## src/rtl/uart_eth_tx_loader.sv

```systemverilog
`default_nettype none
// ============================================================================
// Module   : uart_eth_tx_loader
// Brief    : Packs length-prefixed UART frames into 32-bit big-endian words,
//            loads them into an ethernet Tx buffer and triggers transmission.
// Revision : 1.0 - initial release
// ============================================================================
module uart_eth_tx_loader #(
    parameter int          MAX_LEN = 1536,
    parameter logic [23:0] TIMEOUT = 24'd1_000_000
) (
    input  logic        clk_100_mhz,
    input  logic        rst_n,
    input  logic        uart_rdy,
    input  logic [7:0]  uart_dout,
    output logic        uart_rdy_clr,
    output logic [31:0] tx_data_in,
    output logic        tx_valid,
    input  logic        tx_ready_to_write,
    input  logic        tx_ready_to_send,
    output logic        tx_send,
    input  logic        tx_done,
    output logic        busy,
    output logic        frame_err,
    output logic [15:0] frames_sent
);

    localparam logic [2:0] S_IDLE      = 3'd0;
    localparam logic [2:0] S_HDR_LO    = 3'd1;
    localparam logic [2:0] S_PAYLOAD   = 3'd2;
    localparam logic [2:0] S_WRITE     = 3'd3;
    localparam logic [2:0] S_WAIT_SEND = 3'd4;
    localparam logic [2:0] S_WAIT_DONE = 3'd5;

    localparam logic [15:0] c_max_len = 16'(MAX_LEN);

    logic [2:0]  r_state;
    logic [2:0]  w_next;
    logic        r_rdy_clr;
    logic [15:0] r_len;
    logic [15:0] r_byte_cnt;
    logic [31:0] r_word;
    logic [23:0] r_to_cnt;
    logic        r_frame_err;
    logic        r_tx_send;
    logic [15:0] r_frames_sent;

    logic        w_rx_state;
    logic        w_take;
    logic [15:0] w_len_hdr;
    logic        w_len_bad;
    logic        w_timed_state;
    logic        w_timeout;
    logic [15:0] w_cnt_inc;
    logic        w_word_done;

    // A byte is taken only once the previous consume handshake has closed.
    assign w_rx_state    = (r_state == S_IDLE) || (r_state == S_HDR_LO) || (r_state == S_PAYLOAD);
    assign w_take        = w_rx_state && uart_rdy && !r_rdy_clr;
    assign w_len_hdr     = {r_len[15:8], uart_dout};
    assign w_len_bad     = (w_len_hdr == 16'd0) || (w_len_hdr > c_max_len);
    assign w_timed_state = (r_state == S_HDR_LO) || (r_state == S_PAYLOAD);
    assign w_timeout     = w_timed_state && !w_take && (r_to_cnt == TIMEOUT);
    assign w_cnt_inc     = r_byte_cnt + 16'd1;
    assign w_word_done   = (r_byte_cnt[1:0] == 2'd3) || (w_cnt_inc == r_len);

    always_ff @(posedge clk_100_mhz or negedge rst_n) begin
        if (!rst_n) begin
            r_state <= S_IDLE;
        end else begin
            r_state <= w_next;
        end
    end

    always_comb begin
        w_next = r_state;
        case (r_state)
            S_IDLE: begin
                if (w_take) w_next = S_HDR_LO;
            end
            S_HDR_LO: begin
                if (w_take)         w_next = w_len_bad ? S_IDLE : S_PAYLOAD;
                else if (w_timeout) w_next = S_IDLE;
            end
            S_PAYLOAD: begin
                if (w_take && w_word_done) w_next = S_WRITE;
                else if (w_timeout)        w_next = S_IDLE;
            end
            S_WRITE: begin
                if (tx_ready_to_write) w_next = (r_byte_cnt < r_len) ? S_PAYLOAD : S_WAIT_SEND;
            end
            S_WAIT_SEND: begin
                if (tx_ready_to_send) w_next = S_WAIT_DONE;
            end
            S_WAIT_DONE: begin
                if (tx_done) w_next = S_IDLE;
            end
            default: w_next = S_IDLE;
        endcase
    end

    always_comb begin
        busy     = (r_state != S_IDLE);
        tx_valid = (r_state == S_WRITE);
    end

    always_ff @(posedge clk_100_mhz or negedge rst_n) begin
        if (!rst_n) begin
            r_rdy_clr     <= 1'b0;
            r_len         <= 16'd0;
            r_byte_cnt    <= 16'd0;
            r_word        <= 32'd0;
            r_to_cnt      <= 24'd0;
            r_frame_err   <= 1'b0;
            r_tx_send     <= 1'b0;
            r_frames_sent <= 16'd0;
        end else begin
            if (w_take)                r_rdy_clr <= 1'b1;
            else if (!uart_rdy)        r_rdy_clr <= 1'b0;

            if (w_take || !w_timed_state) r_to_cnt <= 24'd0;
            else                          r_to_cnt <= r_to_cnt + 24'd1;

            r_frame_err <= (r_state == S_HDR_LO && w_take && w_len_bad) || w_timeout;
            r_tx_send   <= (r_state == S_WAIT_SEND) && tx_ready_to_send;

            if (r_state == S_WAIT_DONE && tx_done) r_frames_sent <= r_frames_sent + 16'd1;

            if (w_take) begin
                case (r_state)
                    S_IDLE: r_len <= {uart_dout, 8'h00};
                    S_HDR_LO: begin
                        r_len[7:0] <= uart_dout;
                        r_byte_cnt <= 16'd0;
                        r_word     <= 32'd0;
                    end
                    S_PAYLOAD: begin
                        r_byte_cnt <= w_cnt_inc;
                        // Lane 0 restarts the word so a short tail stays zero-padded.
                        case (r_byte_cnt[1:0])
                            2'd0:    r_word        <= {uart_dout, 24'h000000};
                            2'd1:    r_word[23:16] <= uart_dout;
                            2'd2:    r_word[15:8]  <= uart_dout;
                            default: r_word[7:0]   <= uart_dout;
                        endcase
                    end
                    default: ;
                endcase
            end
        end
    end

    assign uart_rdy_clr = r_rdy_clr;
    assign tx_data_in   = r_word;
    assign tx_send      = r_tx_send;
    assign frame_err    = r_frame_err;
    assign frames_sent  = r_frames_sent;

endmodule
`default_nettype wire
```

## config.mk

```make
export PLATFORM = sky130hd
export DESIGN_NAME = uart_eth_tx_loader
export DESIGN_NICKNAME = d
export VERILOG_FILES = /design/src/rtl/uart_eth_tx_loader.sv
export SDC_FILE = /design/constraint.sdc
export NUM_CORES = 1
export LEC_CHECK = 0
export ABC_AREA = 1
export CAP_MARGIN = 0
export CELL_PAD_IN_SITES_DETAIL_PLACEMENT = 1
export CELL_PAD_IN_SITES_GLOBAL_PLACEMENT = 2
export CORE_MARGIN = 10
export CORE_UTILIZATION = 34
export CTS_BUF_LIST = sky130_fd_sc_hd__clkbuf_16
export DETAILED_ROUTE_END_ITERATION = 10
export DONT_BUFFER_PORTS = 1
export GPL_ROUTABILITY_DRIVEN = 0
export PLACE_DENSITY_LB_ADDON = 0.1
export SYNTH_ARGS = -nofsm -noshare
export SYNTH_HDL_FRONTEND = slang
export SYNTH_SLANG_ARGS = --single-unit
export TNS_END_PERCENT = 10
```

## constraint.sdc

```tcl
create_clock -name clk_100_mhz -period 1.9 [get_ports clk_100_mhz]
set_input_delay 0.38 -clock clk_100_mhz [delete_from_list [all_inputs] [get_ports clk_100_mhz]]
set_output_delay 0.38 -clock clk_100_mhz [all_outputs]
set_load 0.01 [all_outputs]
```

-- Word level (Yosys, flattened, before mapping)
Index checks and enable logic that the tools add are counted.
- bits in registers: 110
- output and inout port bits: 53
- logic and storage cells: 91
- equal/unequal tests: 19
- $add $sub $neg: 3
- reduce and logical (&&, ||, !) cells: 34
- mux-type cells: 20
- magnitude comparators: 2
- operator list (kind ; count):
    32-bit one-hot mux with 2 select lines ; 1
    8-bit one-hot mux with 2 select lines ; 4
    16-bit by 1-bit adder with 16-bit output (second input constant) ; 2
    16-bit one-hot mux with 2 select lines ; 1
    24-bit by 1-bit adder with 24-bit output (second input constant) ; 1
    24-bit by 20-bit equality test with 1-bit output (second input constant) ; 1
    24-bit 2-to-1 mux ; 1
    3-bit 2-to-1 mux ; 8
    3-bit one-hot mux with 6 select lines ; 1
    16-bit equality test ; 1
    16-bit by 11-bit > comparator with 1-bit output (second input constant) ; 1
    16-bit zero test ; 1
    16-bit < comparator ; 1
    3-bit AND reduction ; 4
    1-bit logical AND ; 9
    8-bit 2-to-1 mux ; 1
    2-bit inequality test (second input constant) ; 4
    1-bit logical OR ; 7
    3-bit by 2-bit equality test with 1-bit output (second input constant) ; 2
    3-bit equality test (second input constant) ; 2
    2-bit by 1-bit inequality test with 1-bit output (second input constant) ; 3
    3-bit by 1-bit inequality test with 1-bit output (second input constant) ; 2
    2-bit AND reduction ; 3
    2-bit equality test (second input constant) ; 2
    11 further kinds ; 15

-- Longest topological paths before layout
- depth after elaboration: 11
- mapped depth: 20

-- Worst setup path after synthesis
Ideal clock, no wire load.
- path type: register to register
- start point: reg r_to_cnt[0]
- end point: reg r_to_cnt[22]
- setup time: 123 ps
- stages on the path, launching flop included: 14
- arrival: 1903 ps
- slack: -126 ps
- cells stage by stage: dfrtp_1 ha_1 nand2_1 inv_1 nand2_1 nor3_1 nand2_1 nor2_1 nand2_1 nor2_1 nand2_1 or2_2 o21ai_0 a21oi_1
- word-level cells in the longest chain between the ends: 2
- RTL lines (item ; RTL line ; text):
    start: declaration ; 43 ; logic [23:0] r_to_cnt;
    start signal: assignment ; 122 ; else r_to_cnt <= r_to_cnt + 24'd1;
    24-bit by 1-bit adder with 24-bit output ; 122 ;
    24-bit 2-to-1 mux ; 121 ; if (w_take || !w_timed_state) r_to_cnt <= 24'd0;
Every way passes these cells.
A chain may end at the register's enable or synchronous reset.

-- Worst setup path after layout
- start point: reg r_byte_cnt[1]
- end point: reg r_state[0]
- word-level cells in the longest chain between the ends: 6
- RTL lines (item ; RTL line ; text):
    start: declaration ; 41 ; logic [15:0] r_byte_cnt;
    start signal: assignment ; 138 ; r_byte_cnt <= w_cnt_inc;
    16-bit by 1-bit adder with 16-bit output ; 64 ; assign w_cnt_inc = r_byte_cnt + 16'd1;
    16-bit equality test ; 65 ; assign w_word_done = (r_byte_cnt[1:0] == 2'd3) || (w_cnt_inc == r_len);
    1-bit logical OR * ; 65 ;
    1-bit logical AND * ; 86 ; if (w_take && w_word_done) w_next = S_WRITE;
    3-bit 2-to-1 mux * ; 86 ;
    3-bit one-hot mux with 6 select lines * ; 77 ; case (r_state)
    end signal: assignment ; 71 ; r_state <= w_next;
    end: declaration ; 37 ; logic [2:0] r_state;
Mark *: on every way between the ends. The rest lies on a longest branch, timed or not.

==> implementation parameters <==
Parameter                              Value

STA
  Count of pins over their slew limit ... 0
  Worst clock skew on the final layout ... 0.00893 ns
  Final number of hold-violating endpoints ... 110
  Slew at the pin with the worst max-slew slack ... 0.369 ns
  Final Critical Period ... around 2.2 ns
  Share of the clock period used by the worst path ... 115%
  Setup violators final ... 45
  RSZ-0062 raised after global routing ... true
  Max-Slew Margin vs Limit ... 75.2%
  Hold_ws ... -0.305 ns
  Worst setup margin ... -0.284 ns
  Highest clock frequency the design can meet ... about 0.46 GHz

Global routing
  Largest net degree at the start of global routing ... 111
  Overall fraction of global-route tracks in use ... 17.2%
  Residual overflow from global routing ... 0
  Vias in the first global route ... 5900
  First-pass GRT wire length ... 31100 um
  Antenna violations before repair ... 0

Setup path
  Gate family responsible for the most delay along the worst path ... simple AND/OR/NAND/NOR gates
  R2R Setup Slk ... -0.28 ns
  Data required time at the worst endpoint ... 2.20 ns
  Crit path arrival time ... 2.48 ns
  CP most frequent cell ... sky130_fd_sc_hd__nand2_1
  Critical-path top delay cell ... sky130_fd_sc_hd__dfrtp_1
  Number of cells on the worst reg-to-reg path ... 18
  Launching point of the worst reg2reg path ... r_byte_cnt[1]
  Buf/Inv on CP ... 1
  CP cell instances ... ha_2 -> buf_6 -> nand2_4 -> nor2_4 -> nand4_1 -> nand2_1 -> nand2_1 -> nand2_1 -> nand2_1 -> nor2_2 -> nand3_2 -> nand2_2 -> nand2_2 -> nand2_1 -> nand2_1 -> nand2_1 -> nand2_1 -> nand2_1
  CP Launch Point ... r_byte_cnt[1]
  Worst-path maximum fanout ... 8
  Critical path class ... flip-flop to flip-flop
  Capture instance of the worst register-to-register path ... r_state[0]
  CP max stage delay ... 0.39 ns
  Startpoint Class ... flip-flop
  Endpoint class of the critical path ... flip-flop

Synthesis
  Top post-synthesis cells by area ... sky130_fd_sc_hd__dfrtp_1 47%, sky130_fd_sc_hd__nand2_1 9.2%, sky130_fd_sc_hd__inv_1 6.1%, sky130_fd_sc_hd__nand3_1 5.5%, sky130_fd_sc_hd__ha_1 4.9%
  Area leader, netlist ... sky130_fd_sc_hd__dfrtp_1
  Multiplexer share of the synthesized area ... 0.192%
  Post-synthesis compound-gate area fraction ... 12.3%
  Async set-or-reset flop fraction in the synthesized netlist ... 100%
  Dominant cell by count in the synthesized netlist ... sky130_fd_sc_hd__nand2_1
  Post-synth top flop ... sky130_fd_sc_hd__dfrtp_1
  Top cell types by occurrence after synthesis ... 144 x sky130_fd_sc_hd__nand2_1, 110 x sky130_fd_sc_hd__dfrtp_1, 96 x sky130_fd_sc_hd__inv_1
  Average cell area after synthesis ... 8.15 um2
  Netlist area before placement ... slightly below 0.006 mm2
  Simple logic cell fraction of the synthesized area ... 25.5%
  Xor and xnor fraction of the mapped netlist area ... 2.77%
  Sequential cell area fraction in the yosys report ... 46.9%
  Post-Synthesis Net Count ... about 760
  Warnings from Yosys ... 0
  Gate count after technology mapping ... 720
  EDFF count, synth ... 0
  Synth Area in Adders ... 4.91%
  Fraction of synthesized cell area taken by the top area cell type ... between 40% and 50%
  Number of distinct library cells after synthesis ... 44
  Dominant combinational cell family by area after synthesis ... simple AND/OR/NAND/NOR gates
  Flip-flop and latch count after synthesis ... 110

Routing
  Total Routed Length ... between 15000 and 20000 um
  Number of nets with antenna violations after detailed routing ... 0
  TritonRoute pass-1 iters ... 4
  Number of vias in the routed layout ... 5485
  Wire per inst ... 18.3 um
  Remaining routing DRC violations ... 0
  Routed via count divided by cell count ... between 5 and 6
  Number of design-rule violations left by the first detailed-router iteration ... 145

Cells and area
  Inserted Diodes ... 0
  Post-route design area ... between 0.007 and 0.008 mm2
  FF+latch area ... roughly 0.0028 mm2
  Core Util, Final ... between 40 and 50%
  Total area of multi-input combinational cells ... 0.00300 mm2
  Area overhead of the layout relative to synthesis ... 32.3%
  Fill cell instance count of the final layout ... 2018
  Number of nets at the end of the flow ... 891
  Share of layout cells above drive strength 1 ... 28.4%
  Layout Cells excl Fill ... 1079

Die
  Standard-cell row count ... 47
  IO Pins ... 67
  Die Height ... 151 um
  Effective utilization at floorplan ... between 30% and 40%
  Area of the core ... about 0.017 mm2
  Overall die area ... 0.0229 mm2
  Die Wd ... 151 um

CTS
  Maximum level of the CTS H-tree ... 3
  Number of buffers on the longest clock path ... 2
  Clock root buffer ... sky130_fd_sc_hd__clkbuf_16
  Reg clk slew, reported paths ... 0.09 ns
  Number of CTS-inserted buffers ... 9
  Insertion delay to the later sink of the worst-skew pair ... roughly 0.37 ns
  Sinks on Clock Net ... 110
  TritonCTS clock tree ... yes

Power and ir drop
  Switch share ... 41.8%
  Internal power contribution ... 5.85 mW
  Comb power frac ... between 40% and 50%
  Portion of total power attributed to the clock network ... 19.5%
  Total power divided by cell area ... 1290 mW/mm2
  Portion of total power attributed to sequential cells ... 33.7%
  Lkg Pwr ... roughly 3.7 nW
  Maximum VDD drop ... 0.529 mV
  Total net switching power ... 4.19 mW

Placement
  Half-perimeter wire length after detailed placement ... 14900 um
  Dpl cells ... 1047
  Post-place setup slack ... -0.349 ns
  Placed instance area ... 0.00700 mm2
  # port buffers ... 0

Run status
  Violated checks ... negative hold slack, negative setup slack
  Outcome ... finished with violations

Job
  Max-cap violations ... 0

Hold path
  Min-delay worst type ... primary input to async pin
==> layer usage <==
metal / global-route usage [%] / vias to the layer above / wire length [um]
li1: - / 2641 / -
met1: 20.9 / 2741 / 8460
met2: 29.9 / 78 / 10100
met3: 3.55 / 25 / 787
met4: 5.34 / 0 / 338
met5: 0 / - / 0
==> power by group through the flow <==
stage | Clock, mW | Combinational [mW] | Sequential, mW
after floorplan | 0 | 2.33 | 3.35
after global placement | 0 | 4.14 | 3.39
after detailed placement | 0 | 4.32 | 3.42
after CTS | 2.01 | 4.56 | 3.38
after global routing | 2.11 | 5.26 | 3.45
final | 1.96 | 4.69 | 3.39
==> placed cells by master (no fill, tap or decap), drive strengths merged, types with 2 or more instances in the layout <==
cell type / Yosys / final
nand2: 147 / 147
buf: 9 / 134
dfrtp: 110 / 110
inv: 98 / 101
nor2: 77 / 77
o21ai: 67 / 67
nand3: 65 / 65
a21oi: 30 / 30
ha: 23 / 23
nor3: 16 / 16
o22ai: 15 / 15
nand4: 14 / 14
xor2: 10 / 10
o21a: 10 / 10
clkbuf: 2 / 9
xnor2: 6 / 6
nor4: 6 / 6
clkinv: 2 / 6
or2: 2 / 2
o31ai: 2 / 2
a31oi: 2 / 2
==> final cells by class <==
cell class / instances / area share (%)
inverters: 100 / 4.97
repair buffers: 134 / 13.4
flip-flops and latches: 110 / 35.5
clock buffers: 9 / 2.90
multi-input cells: 499 / 38.7
clock inverters: 7 / 0.967
well taps: 220 / 3.55
==> metrics by stage <==
stage / power (mW) / setup TNS [ns]
floorplan: 5.68 / -0.199
global placement: 7.53 / -1.59
detailed placement: 7.74 / -3.59
CTS: 9.95 / -2.68
global route: 10.8 / -9.36
finish: 10.0 / -1.94
==> flip-flops by register name (all words and copies together), names as in the netlist <==
name and flops:
tx_send 1, r_to_cnt 24, r_state 3, r_len 16
frames_sent 16, uart_rdy_clr 1, r_byte_cnt 16, frame_err 1
tx_data_in 32
==> cells by family (layout without fill, tap and decap cells) <==
logic type	after synthesis	after routing
compound gates	129	129
xor+xnor	17	17
fa+ha+maj	23	23
buf+inv	111	250
flops	110	110
mux	1	1
simple gates	329	329
==> how the worst max path moves through the flow <==
stage	depth (start not counted)	end
2_1_floorplan	15	r_state[0]
3_3_place_gp	20	r_state[0]
3_5_place_dp	13	r_to_cnt[22]
4_1_cts	18	r_state[0]
5_1_grt	18	r_state[0]
6_report	18	r_state[0]
==> repair_timing <==
action | CTS | global route
gates resized for setup | 45 | 68
pin swaps | 6 | 25
setup endpoints to repair | 47 | 63
buffers inserted | 5 | 12
cloned | 0 | 0
endpoints found under the hold margin | 110 | 110
Note: power is estimated with default switching activity, not from simulation.
